**src/rtl/ysyx_22040931_fetch_redirect_pkg.sv**
```systemverilog
// Shared defines for the ysyx_22040931 fetch front end.
// Holds the reset PC, bus widths and the fetch sequencer state encoding.
package ysyx_22040931_fetch_redirect_pkg;

  localparam logic [63:0] FETCH_RESET_PC = 64'h0000_0000_8000_0000;
  localparam int          FETCH_ADDR_W   = 64;
  localparam int          FETCH_INST_W   = 32;

  typedef enum logic [2:0] {
    IDLE = 3'd0,
    REQ  = 3'd1,
    WAIT = 3'd2,
    HOLD = 3'd3,
    DROP = 3'd4
  } fetch_state_e;

  function automatic logic is_misaligned(input logic [1:0] lo);
    return lo != 2'b00;
  endfunction

endpackage

```
**src/rtl/ysyx_22040931_fetch_redirect_pc_reg.sv**
```systemverilog
// Architectural fetch PC register.
// Next value selects among reset / aligned redirect target / pc+4 / hold.
module ysyx_22040931_pc_reg
  import ysyx_22040931_fetch_redirect_pkg::*;
#(
  parameter int                ADDR_W   = FETCH_ADDR_W,
  parameter logic [ADDR_W-1:0] RESET_PC = ADDR_W'(FETCH_RESET_PC)
) (
  input  logic              clk,
  input  logic              rst_n,
  input  logic              i_redirect,
  input  logic [ADDR_W-1:0] i_target,
  input  logic              i_advance,
  output logic [ADDR_W-1:0] o_pc
);

  logic [ADDR_W-1:0] r_pc;
  logic [ADDR_W-1:0] w_pc_next;

  // A redirect always wins over sequential advance.
  always_comb begin
    w_pc_next = r_pc;
    if (i_redirect) begin
      w_pc_next = {i_target[ADDR_W-1:2], 2'b00};
    end else if (i_advance) begin
      w_pc_next = r_pc + ADDR_W'(4);
    end
  end

  always_ff @(posedge clk or negedge rst_n) begin
    if (!rst_n) begin
      r_pc <= RESET_PC;
    end else begin
      r_pc <= w_pc_next;
    end
  end

  assign o_pc = r_pc;

endmodule

```
**src/rtl/ysyx_22040931_fetch_redirect.sv**
```systemverilog
// Fetch sequencer: one outstanding instruction request, valid/ready delivery
// to decode, and squashing of wrong-path instructions on a taken redirect.
module ysyx_22040931_fetch_redirect
  import ysyx_22040931_fetch_redirect_pkg::*;
#(
  parameter logic [63:0] RESET_PC = FETCH_RESET_PC,
  parameter int          ADDR_W   = FETCH_ADDR_W,
  parameter int          INST_W   = FETCH_INST_W
) (
  input  logic              clk,
  input  logic              rst_n,
  input  logic              redirect_valid,
  input  logic [ADDR_W-1:0] redirect_target,
  output logic              if_req_valid,
  output logic [ADDR_W-1:0] if_req_addr,
  input  logic              if_req_ready,
  input  logic              if_rsp_valid,
  input  logic [INST_W-1:0] if_rsp_inst,
  output logic              inst_valid,
  output logic [INST_W-1:0] inst,
  output logic [ADDR_W-1:0] inst_pc,
  input  logic              inst_ready,
  output logic              misalign_err
);

  fetch_state_e      r_state;
  fetch_state_e      w_state_next;
  logic [ADDR_W-1:0] w_pc;
  logic [ADDR_W-1:0] r_acc_addr;
  logic [INST_W-1:0] r_inst;
  logic [ADDR_W-1:0] r_inst_pc;
  logic              r_misalign;
  logic              r_stale_ok;
  logic              w_req_fire;
  logic              w_advance;
  logic              w_capture;

  assign w_req_fire = (r_state == REQ) && if_req_ready;
  assign w_advance  = (r_state == HOLD) && inst_ready && !redirect_valid;
  assign w_capture  = (r_state == WAIT) && if_rsp_valid && !redirect_valid;

  ysyx_22040931_pc_reg #(
    .ADDR_W   (ADDR_W),
    .RESET_PC (ADDR_W'(RESET_PC))
  ) u_pc_reg (
    .clk        (clk),
    .rst_n      (rst_n),
    .i_redirect (redirect_valid),
    .i_target   (redirect_target),
    .i_advance  (w_advance),
    .o_pc       (w_pc)
  );

  always_ff @(posedge clk or negedge rst_n) begin
    if (!rst_n) begin
      r_state <= IDLE;
    end else begin
      r_state <= w_state_next;
    end
  end

  // DROP leaves as soon as the squashed response lands, even if a new
  // redirect arrives with it; waiting longer would hang on a response
  // that is never coming.
  always_comb begin
    w_state_next = r_state;
    case (r_state)
      IDLE: w_state_next = REQ;
      REQ: begin
        if (w_req_fire) begin
          w_state_next = redirect_valid ? DROP : WAIT;
        end
      end
      WAIT: begin
        if (redirect_valid) begin
          w_state_next = if_rsp_valid ? REQ : DROP;
        end else if (if_rsp_valid) begin
          w_state_next = HOLD;
        end
      end
      HOLD: begin
        if (redirect_valid || inst_ready) begin
          w_state_next = REQ;
        end
      end
      DROP: begin
        if (if_rsp_valid) begin
          w_state_next = REQ;
        end
      end
      default: w_state_next = IDLE;
    endcase
  end

  // Once accepted, the request address is frozen until the next REQ.
  always_comb begin
    if_req_valid = 1'b0;
    if_req_addr  = r_acc_addr;
    inst_valid   = 1'b0;
    case (r_state)
      IDLE:    if_req_addr = w_pc;
      REQ: begin
        if_req_valid = 1'b1;
        if_req_addr  = w_pc;
      end
      HOLD:    inst_valid = 1'b1;
      default: ;
    endcase
  end

  always_ff @(posedge clk or negedge rst_n) begin
    if (!rst_n) begin
      r_acc_addr <= '0;
      r_inst     <= '0;
      r_inst_pc  <= '0;
      r_misalign <= 1'b0;
      r_stale_ok <= 1'b1;
    end else begin
      r_misalign <= redirect_valid && is_misaligned(redirect_target[1:0]);
      if (w_req_fire) begin
        r_acc_addr <= w_pc;
        r_stale_ok <= 1'b0;
      end
      if (w_capture) begin
        r_inst    <= if_rsp_inst;
        r_inst_pc <= w_pc;
      end
    end
  end

  assign inst         = r_inst;
  assign inst_pc      = r_inst_pc;
  assign misalign_err = r_misalign;

  // A response that was in flight across a reset may still land before the
  // first new request is accepted; only later strays are protocol errors.
  a_rsp_in_window: assert property (@(posedge clk) disable iff (!rst_n)
    if_rsp_valid |-> (r_state == WAIT || r_state == DROP || r_stale_ok));

endmodule

```
**config.mk**
```make
export PLATFORM = sky130hd
export DESIGN_NAME = ysyx_22040931_fetch_redirect
export DESIGN_NICKNAME = d
export VERILOG_FILES = /design/src/rtl/ysyx_22040931_fetch_redirect_pkg.sv /design/src/rtl/ysyx_22040931_fetch_redirect_pc_reg.sv /design/src/rtl/ysyx_22040931_fetch_redirect.sv
export SDC_FILE = /design/constraint.sdc
export NUM_CORES = 1
export LEC_CHECK = 0
export ABC_AREA = 1
export CORE_ASPECT_RATIO = 1.75
export CORE_MARGIN = 2
export CORE_UTILIZATION = 33
export DETAILED_ROUTE_END_ITERATION = 7
export GPL_ROUTABILITY_DRIVEN = 0
export GPL_TIMING_DRIVEN = 0
export SLEW_MARGIN = 10
export SYNTH_ARGS = -nofsm -noshare
export SYNTH_HDL_FRONTEND = slang
export SYNTH_HIERARCHICAL = 1
export SYNTH_SLANG_ARGS = --single-unit
```
**constraint.sdc**
```tcl
create_clock -name clk -period 1.8 [get_ports clk]
set_input_delay 0.36 -clock clk [delete_from_list [all_inputs] [get_ports clk]]
set_output_delay 0.36 -clock clk [all_outputs]
set_load 0.05 [all_outputs]
```
## Word level (Yosys, flattened, before mapping)

Index checks and enable logic that the tools add are counted.

| operators by class | value |
|---|---|
| add/subtract/negate cells | 1 |
| multiply operators | 0 |
| div/mod/pow operators | 0 |
| order comparisons | 0 |
| equality and inequality tests | 8 |
| shift operators | 0 |
| mux-type cells | 13 |
| bitwise operators | 0 |
| reduce and logical (&&, ||, !) cells | 13 |

Operators with widths:

| cell | count |
|---|---|
| $mux 64 | 3 |
| $add 64x3->64 const B | 1 |
| $mux 3 | 7 |
| $pmux 3 s5 | 1 |
| $eq 3x2->1 const B | 2 |
| $logic_and 1x1->1 | 6 |
| $ne 2x2->1 const B | 2 |
| $reduce_and 4->1 | 1 |
| $reduce_bool 2->1 | 2 |
| $eq 3x1->1 const B | 1 |
| $eq 3x3->1 const B | 1 |
| $logic_not 3->1 | 1 |
| $ne 3x3->1 const B | 1 |
| $mux 1 | 2 |
| $ne 2x1->1 const B | 1 |
| $reduce_or 2->1 | 1 |
| $logic_not 1->1 | 1 |
| $logic_or 1x1->1 | 1 |

| word-level totals | value |
|---|---|
| flip-flop bits (word level) | 228 |
| latch bits | 0 |
| RAM bits | 0 |
| ROM bits | 0 |
| input bits | 102 |
| output and inout port bits | 163 |
| word-level logic and storage cells | 41 |
| memories | 0 |

## Depth between registers and ports, before layout

Gate-level depths: netlist (run 1).

| depth | value |
|---|---|
| depth in word-level cells | 5 |
| depth in mapped cells | 10 |
| mapped depth without buffers | 10 |

## Hierarchy

Netlist (run 1), hierarchy kept.

Modules (own cells, without submodules):

| module | instances | cells each | area an instance (µm²) | seq. area each (µm²) |
|---|---|---|---|---|
| ysyx_22040931_fetch_redirect | 1 | 799 | 7108.1 | 4103.9 |
| ysyx_22040931_pc_reg | 1 | 695 | 4636.9 | 1552.7 |

## Worst setup path before layout (run 1)

Ideal clock, no wire load.

| timing | value |
|---|---|
| path kind | register to register |
| from | register r_state[1] |
| to | register u_pc_reg.r_pc[43] (netlist: u_pc_reg/o_pc[43]) |
| library setup time | 0.067 ns |
| data arrival time | 2.334 ns |
| required time | 1.733 ns |
| path slack | -0.601 ns |
| stages on the path, launching flop included | 11 |
| buffers on the path | 2 |
| clock period less this slack | 2.401 ns |
| cell sequence | dfrtp_1 > nand2_1 > nor2_1 > nand2_1 > nor2_1 > inv_1 > nor2_1 > buf_2 > clkbuf_1 > nand3_1 > nand2_1 |

| between the ends | value |
|---|---|
| word-level cells in the longest chain between the ends | 4 |

Ends and longest elaborated chain:

| element | RTL line | source |
|---|---|---|
| start, declared | ysyx_22040931_fetch_redirect.sv:26 | `fetch_state_e r_state;` |
| start signal, assigned | ysyx_22040931_fetch_redirect.sv:58 | `r_state <= w_state_next;` |
| $eq 3x2->1 | ysyx_22040931_fetch_redirect.sv:39 | `assign w_advance = (r_state == HOLD) && inst_ready && !redirect_valid;` |
| $logic_and 1x1->1 (2 in a row) | ysyx_22040931_fetch_redirect.sv:39 |  |
| via w_advance | ysyx_22040931_fetch_redirect.sv:35 | `logic w_advance;` |
| $reduce_bool 2->1 (no line) | n/a |  |
| end signal, assigned | ysyx_22040931_fetch_redirect_pc_reg.sv:34 | `r_pc <= w_pc_next;` |
| end, declared | ysyx_22040931_fetch_redirect_pc_reg.sv:17 | `logic [ADDR_W-1:0] r_pc;` |

The timed path passes the listed nets, and every way through them passes these cells.
A chain may end at the register's enable or synchronous reset.

## Worst setup path after layout (run 1)

| timing | value |
|---|---|
| from | register r_state[2] |
| to | output if_req_addr[21] |

| between the ends | value |
|---|---|
| word-level cells in the longest chain between the ends | 3 |
| elaborated cells between the ends (all ways) | 4 |
| those cells by class | 1 x eq/ne; 1 x mux; 2 x reduce/logical |

Ends and longest elaborated chain:

| element | RTL line | source |
|---|---|---|
| $eq 3x1->1 / $logic_not 3->1 (equally long branches) | ysyx_22040931_fetch_redirect.sv:100 | `case (r_state)` |
| $reduce_or 2->1 (no line) (*) | n/a |  |
| $mux 64 (*) | ysyx_22040931_fetch_redirect.sv:100 |  |
| end, declared | ysyx_22040931_fetch_redirect.sv:15 | `output logic [ADDR_W-1:0] if_req_addr,` |

Every way passes the cells marked *; elsewhere a longest branch is shown, timed or not.

==> flow_metrics.tcl, run 1 <==
set metrics [dict create \
    drt-initial-drc-count 745 \
    layout_cell_share_with_drive_strength_beyond_1_pct 25.55 \
    fin_skew_ns 0.01310 \
    criticalPathCategory "flip-flop to output port" \
    timing.final.hold_violations 0 \
    grt.total_usage_pct 22.98 \
    status "finished with violations" \
    clock_sinks 226 \
    number_of_buffers_created_by_cts 24 \
    rsz_0062_raised_after_global_routing "true" \
    row_count 91 \
    synthSimpleGateAreaFrac_pct 23.86 \
    power.static_leakage_nw 8.191 \
    postRouteAntennaNets 0 \
    hold_class "primary input to async pin" \
    maxCapViolCount 0 \
    start_kind "flip-flop" \
    async_reset_ff_share_pct 100.0 \
    ys_seq_area_share_pct 48.16 \
    clk_root_buffer_cell "clkbuf_16" \
    setup_viol 121 \
    intPower_w 0.01754 \
    combinationalPowerShare_pct 61.6 \
    reg2reg_to "u_pc_reg/o_pc[4]" \
    detailed_place_hpwl_mm 33.75 \
    detailed_route_wl_mm 45.16 \
    die_area_um2 37180 \
    total_placed_instance_area_um2 15580 \
    pin_count 265 \
    hold_slack_ns 0.3384 \
    failed_checks "setup timing" \
    synth.lib_cells_used.distinct 35 \
    synthesis.area_um2 11750 \
    effective_utilization_at_floorplan_pct 33.38 \
    min_period_over_period_pct 127.5 \
    synth_xor_area_share_pct 1.864 \
    final_tns_setup_ns -33.66 \
    vias_in_the_first_global_route 11506 \
    grt-ovfl-total 0 \
    detail_route.drc_violations 0 \
    maxSlewViolCount 0 \
    required_ns 1.44 \
    clk_pin_slew_worst_paths_ns 0.07 \
    post-place-ws_ns -1.403 \
    final_core_util_pct 50.80 \
    timing.reg2reg.worst_path_depth 11 \
    synthCells 1494 \
    worst_setup_path_end_kind "output port" \
    total_number_of_vias 11566 \
    vdd_ir_drop_max_uv 1409 \
    p_switching_w 0.01715 \
    grt_first_pass_wirelength_mm 65.90 \
    routed_via_density 5.003 \
    synth_fa_ha_area_share_pct 0.1065 \
    antenna_found_initial 0 \
    core_region_area_um2 35180 \
    tritoncts "done" \
    layout.cells.most_common_list "nand2_1 (377), dfrtp_1 (222), inv_1 (161)" \
    final_common_cell "nand2_1" \
    grt_start_max_net_pins 90 \
    areaGrowthSynthToFinish_pct 52.17 \
    worstSkewPairLatency_ns 0.53 \
    slew-limit-headroom_pct 57.27 \
    antennaDiodeCount 0 \
    syn_avg_cell_area_um2 7.861 \
    die_width_um 146.6 \
    synth-seq-cells 226 \
    synth-compound-area-share_pct 16.41 \
    netSwitchingFraction_pct 49.44 \
    power_density_nw_per_um2 1941 \
    htreeDepth 1 \
    power_frac_seq_pct 23.8 \
    detail_route.wl_per_cell_um 19.53 \
    yosys_warns 6 \
    r2r_slack_ns -0.14 \
    ys_dominant_reg_cell "dfrtp_1" \
    port_buffers 264 \
    post-route-worst-setup-slack_ns -0.4945 \
    yosys-mux-area-fraction_pct 0 \
    chipHeight_um 253.6 \
    synth_edf_count 0 \
    crit_path_max_fanout 5 \
    drt_pre_antenna_iters 5 \
    synth_top_family_by_area "simple AND/OR/NAND/NOR gates" \
    final.min_clock_period_ns 2.295 \
    buffers_from_clock_root_to_sink_at_most 3 \
    critical_path.reg2reg.startpoint "r_state[2]" \
    power.share.clock_pct 14.6 \
    fmax_ghz 0.4358 \
    tightestPinTransition_ns 0.6410 \
    worst-endpoint-arrival_ns 1.93 \
    final_net_count 1932 \
    final_cell_area_um2 17870 \
]
-- synth_stat cells, types with 4 or more instances --
master / n / area share, %
nand4_1: 7 / 0.37
o21ai_0: 15 / 0.64
xnor2_1: 15 / 1.1
o21ai_1: 152 / 6.5
nand3_1: 63 / 2.7
buf_6: 23 / 2.2
nand2_1: 386 / 12
nor2_4: 6 / 0.58
a21oi_1: 74 / 3.2
clkbuf_1: 16 / 0.51
dfrtp_1: 225 / 48
inv_1: 162 / 5.2
nor2_1: 186 / 5.9
xor2_1: 10 / 0.75
o21bai_1: 16 / 1.0
buf_4: 13 / 0.83
o21ai_2: 20 / 1.5
buf_2: 16 / 0.68
nor2_2: 7 / 0.37
nand2_2: 8 / 0.43
a22oi_1: 50 / 3.2
nand2_4: 4 / 0.38
-- flip-flops by register name, indices dropped and copies added, names as in the netlist --
register and count:
inst 32, u_pc_reg/o_pc 62, inst_pc 64, misalign_err 1, r_state 3, r_acc_addr 64
-- critical path, stage by stage (launching register included) --
cell       delay [ns]
dfrtp_2          0.43
nor2_4           0.16
buf_12           0.14
clkbuf_16        0.16
clkbuf_16        0.17
nor2_4           0.03
a21oi_2          0.12
buf_6            0.18
-- what timing repair did --
action	4_1_cts	5_1_grt
buffers inserted	8	19
pin swaps	9	21
hold buffers	1	0
endpoints found under the setup margin	223	226
hold endpoints to repair	51	0
gates resized for setup	720	241
cloned	4	11
-- worst max-delay path by stage --
stage / start / to / slack [ns] / cells past startpoint
3_3_place_gp: rst_n / r_state[1] / -10.40 / 1
3_5_place_dp: redirect_valid / u_pc_reg/o_pc[4] / -1.40 / 7
2_1_floorplan: r_state[2] / if_req_addr[14] / -0.29 / 4
4_1_cts: r_state[1] / if_req_addr[36] / -0.52 / 6
5_1_grt: r_state[2] / if_req_addr[20] / -0.53 / 7
6_report: r_state[2] / if_req_addr[21] / -0.49 / 7
-- metal layers --
layer	track usage (%)	up-vias	wire (µm)
met3	2.513	129	1796
met2	43.61	402	24300
li1	-	5472	-
met5	0	-	0
met1	24.65	5563	16230
met4	12.62	0	2839
-- layout make-up --
type                       count  area, µm²
buffer                        69      840.8
clock buffer                  37      719.4
clock inverter                 7      81.33
fill                        3337      17310
inverter                     166      630.6
multi-input combinational   1034       6026
sequential                   226       5660
tap                          465      581.8
timing repair buffer         308       3332
-- power by group through the flow --
stage / Combinational [W] / Sequential (W) / Clock [W]
floorplan: 0.00931 / 0.0112 / 0
global placement: 0.0184 / 0.00815 / 0
detailed placement: 0.0185 / 0.00819 / 0
CTS: 0.0198 / 0.00808 / 0.00515
global route: 0.0224 / 0.00846 / 0.00535
finish: 0.0214 / 0.00827 / 0.00505
-- stage by stage --
stage | power (W) | cells
after floorplan | 0.02048 | 1495
after global placement | 0.02652 | 2224
after detailed placement | 0.02671 | 2226
after CTS | 0.03302 | 2283
after global routing | 0.03620 | 2312
final | 0.03468 | 2312
-- cell families (layout without fill, tap and decap cells) --
| logic type | Yosys count | after routing |
|---|---|---|
| AOI/OAI and AO/OA | 333 | 333 |
| xor gates and xnor gates | 25 | 25 |
| adders and majority gates | 1 | 1 |
| buffers and inverters | 235 | 587 |
| DFF | 226 | 226 |
| other | 1 | 2 |
| and+or+nand+nor | 673 | 673 |
(Power assumes the default switching activity.)
==> inputs of run 2 (changes only) <==
--- a/config.mk
+++ b/config.mk
@@ -12,6 +12,7 @@
 export DETAILED_ROUTE_END_ITERATION = 7
 export GPL_ROUTABILITY_DRIVEN = 0
 export GPL_TIMING_DRIVEN = 0
+export SETUP_SLACK_MARGIN = 0.05
 export SLEW_MARGIN = 10
 export SYNTH_ARGS = -nofsm -noshare
 export SYNTH_HDL_FRONTEND = slang
==> run 2 against run 1 <==
Effect of this change: the flow still finishes with violations (setup timing); worst setup slack worse by 0.038 ns; count of clock-buffer cells in the layout is 2 lower; sequential power is 1% lower; fmax is 1.6% lower; wire length is 1.1% lower; die area stayed put; critical path depth stayed put; combinational power hardly changed; utilization is 0.30 points higher; first-iteration DRC count is 12% lower; via count is 0.61% lower; critical path type unchanged; largest cell class unchanged; largest power group unchanged.
==> flow_metrics.tcl, run 2 (synthesized netlist as in run 1, its figures left out) <==
set metrics [dict create \
    status "finished with violations" \
    failed_checks "setup timing" \
    clk_pin_slew_worst_paths_ns 0.06 \
    row_count 91 \
    worst_setup_path_end_kind "output port" \
    fin_skew_ns 0.01280 \
    core_region_area_um2 35180 \
    critical-path-max-stage-delay_ns 0.42 \
    clock_sinks 226 \
    detailed_place_hpwl_mm 33.73 \
    critical_path.reg2reg.startpoint "r_state[1]" \
    port_buffers 264 \
    final_common_cell "nand2_1" \
    critical_path.startpoint "r_state[2]" \
    timing.final.hold_violations 0 \
    post-route-worst-setup-slack_ns -0.5328 \
    post-place-ws_ns -1.241 \
    pin_count 265 \
    total_placed_instance_area_um2 15750 \
    grt.total_usage_pct 23.26 \
    num-fill-cells 3275 \
    critPathBufInv 4 \
    tritoncts "done" \
    layout_cell_share_with_drive_strength_beyond_1_pct 23.04 \
    min_period_over_period_pct 129.6 \
    fmax_ghz 0.4287 \
    reg2reg_to "u_pc_reg/o_pc[30]" \
    areaGrowthSynthToFinish_pct 53.07 \
    htreeDepth 1 \
    antenna_found_initial 2 \
    routed_via_density 4.987 \
    postRouteAntennaNets 0 \
    number_of_buffers_created_by_cts 24 \
    place_inst 2226 \
    vias_in_the_first_global_route 11507 \
    drt_pre_antenna_iters 5 \
    grt-ovfl-total 0 \
    final.min_clock_period_ns 2.333 \
    cp.depth 7 \
    critPathMostFrequentCell "buf_6" \
    detail_route.drc_violations 0 \
    layout.cells.most_common_list "nand2_1 (379), dfrtp_1 (222), nor2_1 (169)" \
    maxCapViolCount 0 \
    total_number_of_vias 11495 \
    hold_class "primary input to async pin" \
    area_of_the_multi_input_gates_um2 5953 \
    detailed_route_wl_mm 44.68 \
    effective_utilization_at_floorplan_pct 33.38 \
    vdd_ir_drop_max_uv 1298 \
    power.static_leakage_nw 8.837 \
    setup_viol 120 \
    grt_start_max_net_pins 102 \
    final_cell_area_um2 17980 \
    slew-limit-headroom_pct 59.20 \
    cpMaxStageDelayCell "dfrtp_2" \
    finalNonFillerCells 2305 \
    antennaDiodeCount 0 \
    final_tns_setup_ns -35.61 \
    r2r_slack_ns -0.15 \
    tightestPinTransition_ns 0.6120 \
    endpoint_of_the_most_critical_setup_path "if_req_addr[27]" \
    clk_root_buffer_cell "clkbuf_16" \
    drt-initial-drc-count 656 \
    worst-endpoint-arrival_ns 1.97 \
    start_kind "flip-flop" \
    grt_first_pass_wirelength_mm 66.34 \
    die_area_um2 37180 \
    power_density_nw_per_um2 1932 \
    criticalPathCategory "flip-flop to output port" \
    final_net_count 1925 \
    timing.reg2reg.worst_path_depth 14 \
    chipHeight_um 253.6 \
    required_ns 1.44 \
    crit_path_max_fanout 6 \
    maxSlewViolCount 0 \
    worstSkewPairLatency_ns 0.54 \
    cells_traversed_along_the_worst_timing_path "nor2_4 > buf_6 > buf_12 > buf_8 > nor2_2 > a21oi_4 > buf_6" \
    rsz_0062_raised_after_global_routing "true" \
    detail_route.wl_per_cell_um 19.38 \
    critical-path-top-delay-family "buffers and inverters" \
    register_area_um2 5660 \
    buffers_from_clock_root_to_sink_at_most 3 \
    die_width_um 146.6 \
]
## run 2: metal layers
layer	part of all wire [%]	wire, µm	track usage, %	vias to the layer above
met4	6.9	3075	13.48	4
met3	4.3	1915	2.890	144
met2	53	23800	44.16	405
li1	-	-	-	5472
met5	0.043	19	0	-
met1	36	15870	24.43	5470
## run 2: power breakdown
group / leakage (nW) / internal, W / total [W] / switching (W)
Sequential: 2.85 / 0.00685 / 0.00817 / 0.00132
Combinational: 5.58 / 0.00779 / 0.0213 / 0.0135
Clock: 0.414 / 0.00314 / 0.00531 / 0.00216
## run 2: how the worst min path moves through the flow
stage	from	endpoint	slack, ns	depth (start not counted)
after global placement	r_acc_addr[35]	r_acc_addr[35]	0.46	2
after global routing	if_rsp_inst[17]	inst[17]	0.36	3
final	rst_n	u_pc_reg/o_pc[44]	0.35	2
after CTS	if_rsp_inst[12]	inst[12]	0.33	3
after floorplan	rst_n	inst[0]	0.06	0
after detailed placement	rst_n	u_pc_reg/o_pc[44]	0.32	1
## run 2: repair_timing
item,in CTS,in global routing
pin swaps,30,8
endpoints found under the setup margin,228,312
gates resized for setup,701,129
cloned,8,3
hold endpoints to repair,53,0
setup buffers,20,6
hold buffers,1,0
## run 2: final cells by class
class	instances	share of cell area (%)
multi-input cells	1035	33.11
flip-flops and latches	226	31.48
repair buffers	300	19.64
plain buffers	68	4.301
clock buffers	35	3.904
inverters	166	3.535
well taps	465	3.236
clock inverters	9	0.7516
repair inverters	1	0.03480
## run 2: through the flow
stage,hold slack [ns],total power (W),util (%)
3_3_place_gp,0.4633,0.02696,44.59
5_1_grt,0.3552,0.03624,51.10
4_1_cts,0.3292,0.03496,49.92
3_5_place_dp,0.3188,0.02715,44.76
2_1_floorplan,0.06441,0.02089,-
6_report,0.3458,0.03474,51.10
## run 2: worst reg2reg max path, stage by stage (launching register included)
cell     delay, ns
dfrtp_2       0.40
buf_6         0.10
buf_6         0.10
nand2_4       0.05
nor2_4        0.13
nand2_2       0.08
nor2_4        0.14
buf_12        0.13
inv_8         0.04
nor2_4        0.19
buf_12        0.19
buf_12        0.12
buf_16        0.11
nand2_1       0.05
nand2_1       0.06
==> inputs of run 3 (changes only) <==
--- a/config.mk
+++ b/config.mk
@@ -8,10 +8,11 @@
 export ABC_AREA = 1
 export CORE_ASPECT_RATIO = 1.75
 export CORE_MARGIN = 2
-export CORE_UTILIZATION = 33
+export CORE_UTILIZATION = 46
 export DETAILED_ROUTE_END_ITERATION = 7
 export GPL_ROUTABILITY_DRIVEN = 0
 export GPL_TIMING_DRIVEN = 0
+export PLACE_DENSITY = 0.77
 export SETUP_SLACK_MARGIN = 0.05
 export SLEW_MARGIN = 10
 export SYNTH_ARGS = -nofsm -noshare
==> run 3 against run 2 <==
Effect of this change: the flow still finishes with violations (setup timing); global-route usage up 7.5 points; combinational power up 8%; register-to-register slack worse by 0.04 ns; count of clock-buffer cells in the layout down 4; fmax up 0.71%; sequential share of layout area down 0.73 points; first-iteration DRC count up 68%; non-clock buffer count up 29; critical path type unchanged; critical endpoint is now if_req_addr[50]; largest cell class unchanged.
==> flow_metrics.tcl, run 3 (synthesized netlist as in run 1, its figures left out) <==
set metrics [dict create \
    status "finished with violations" \
    timing.reg2reg.worst_path_depth 15 \
    netSwitchingFraction_pct 50.19 \
    row_count 77 \
    htreeDepth 1 \
    rsz_0062_raised_after_global_routing "true" \
    vias_in_the_first_global_route 12055 \
    postRouteAntennaNets 0 \
    slew-limit-headroom_pct 54.20 \
    timing.final.hold_violations 0 \
    final_common_cell "nand2_1" \
    grt-ovfl-total 0 \
    clk_root_buffer_cell "clkbuf_16" \
    combinationalPowerShare_pct 64.3 \
    final_core_util_pct 73.31 \
    detail_route.wl_per_cell_um 21.18 \
    drt-initial-drc-count 1099 \
    die_width_um 124.8 \
    worst-endpoint-arrival_ns 1.96 \
    clock_sinks 226 \
    detailed_route_wl_mm 46.02 \
    number_of_buffers_created_by_cts 22 \
    power.share.clock_pct 12.1 \
    criticalPathCategory "flip-flop to output port" \
    antennaDiodeCount 0 \
    intPower_w 0.01777 \
    layout_cell_share_with_drive_strength_beyond_1_pct 32.79 \
    fmax_ghz 0.4317 \
    power.static_leakage_nw 8.517 \
    detailed_place_hpwl_mm 30.47 \
    power_frac_seq_pct 23.6 \
    grt_first_pass_wirelength_mm 65.27 \
    clk_pin_slew_worst_paths_ns 0.07 \
    total_number_of_vias 12290 \
    worstSkewPairLatency_ns 0.52 \
    effective_utilization_at_floorplan_pct 46.71 \
    chipHeight_um 215.4 \
    tightestPinTransition_ns 0.6870 \
    drt_pre_antenna_iters 6 \
    routed_via_density 5.656 \
    post-route-worst-setup-slack_ns -0.5164 \
    start_kind "flip-flop" \
    hold_class "primary input to async pin" \
    areaGrowthSynthToFinish_pct 56.96 \
    buffers_from_clock_root_to_sink_at_most 3 \
    failed_checks "setup timing" \
    min_period_over_period_pct 128.7 \
    antenna_found_initial 0 \
    port_buffers 264 \
    power_density_nw_per_um2 1935 \
    pin_count 265 \
    worst_setup_path_end_kind "output port" \
    tritoncts "done" \
    vdd_ir_drop_max_uv 1775 \
    grt.total_usage_pct 30.81 \
    maxCapViolCount 0 \
    final.min_clock_period_ns 2.316 \
    final_tns_setup_ns -38.59 \
    critical_path.reg2reg.startpoint "r_state[1]" \
    detail_route.drc_violations 0 \
    die_area_um2 26880 \
    layout.cells.most_common_list "nand2_1 (337), dfrtp_1 (215), inv_1 (161)" \
    final_net_count 1950 \
    r2r_slack_ns -0.19 \
    setup_viol 190 \
    maxSlewViolCount 0 \
    crit_path_max_fanout 5 \
    grt_start_max_net_pins 112 \
    required_ns 1.44 \
    p_switching_w 0.01790 \
    fin_skew_ns 0.01290 \
    core_region_area_um2 25150 \
    reg2reg_to "u_pc_reg/o_pc[33]" \
]
-- run 3: power groups by stage --
stage	registers, W	logic, W	clock network, W
floorplan	0.0112	0.00972	0
CTS	0.00812	0.0207	0.00432
global route	0.00858	0.0238	0.00455
detailed placement	0.00817	0.0187	0
global placement	0.00812	0.0185	0
finish	0.00841	0.0229	0.00431
-- run 3: metal layers --
metal | track usage [%] | wire length (µm)
met1 | 33.03 | 15140
met2 | 55.74 | 23640
met3 | 4.214 | 2957
met4 | 20.94 | 4278
met5 | 0 | 0
-- run 3: what timing repair did --
item | CTS | global route
hold buffers | 1 | 0
endpoints found under the hold margin | 63 | 0
gates resized for setup | 837 | 295
pin swaps | 14 | 42
endpoints found under the setup margin | 313 | 245
buffers inserted | 23 | 16
cloned | 8 | 18
-- run 3: through the flow --
stage	hold slack (ns)	std cells	instance area (µm²)	power (W)	setup WS [ns]
after floorplan	0.06441	1495	12460	0.02089	-0.1682
after global placement	0.4645	2075	15500	0.02665	-9.903
after detailed placement	0.1648	2077	15560	0.02692	-1.210
after CTS	0.2260	2143	17350	0.03312	-0.4481
after global routing	0.2504	2173	18440	0.03695	-0.5559
final	0.2240	2173	18440	0.03567	-0.5164
-- run 3: worst max path at each step --
| stage | slack, ns | depth (start not counted) | startpoint | endpoint |
|---|---|---|---|---|
| 2_1_floorplan | -0.17 | 4 | r_state[2] | if_req_addr[0] |
| 3_3_place_gp | -9.90 | 1 | rst_n | r_state[1] |
| 3_5_place_dp | -1.21 | 7 | redirect_valid | u_pc_reg/o_pc[56] |
| 4_1_cts | -0.45 | 7 | r_state[1] | if_req_addr[54] |
| 5_1_grt | -0.56 | 7 | r_state[2] | if_req_addr[50] |
| 6_report | -0.52 | 7 | r_state[2] | if_req_addr[50] |
-- run 3: cell type report --
type	count	area [µm²]
Buffer	68	897.1
Inverter	166	640.6
Multi-Input combinational cell	1034	6563
Tap cell	316	395.4
Sequential cell	226	5669
Timing Repair Buffer	329	3636
Fill cell	1714	6710
Clock buffer	31	604.3
Clock inverter	3	30.03
-- run 3: worst max-delay path, cell delays in order (launching register included) --
cell and delay, ns:
dfrtp_2 0.43, nor2_4 0.17, buf_12 0.16, clkbuf_16 0.17, clkbuf_16 0.14, nor2_1 0.06, a21oi_4 0.13, buf_6 0.17
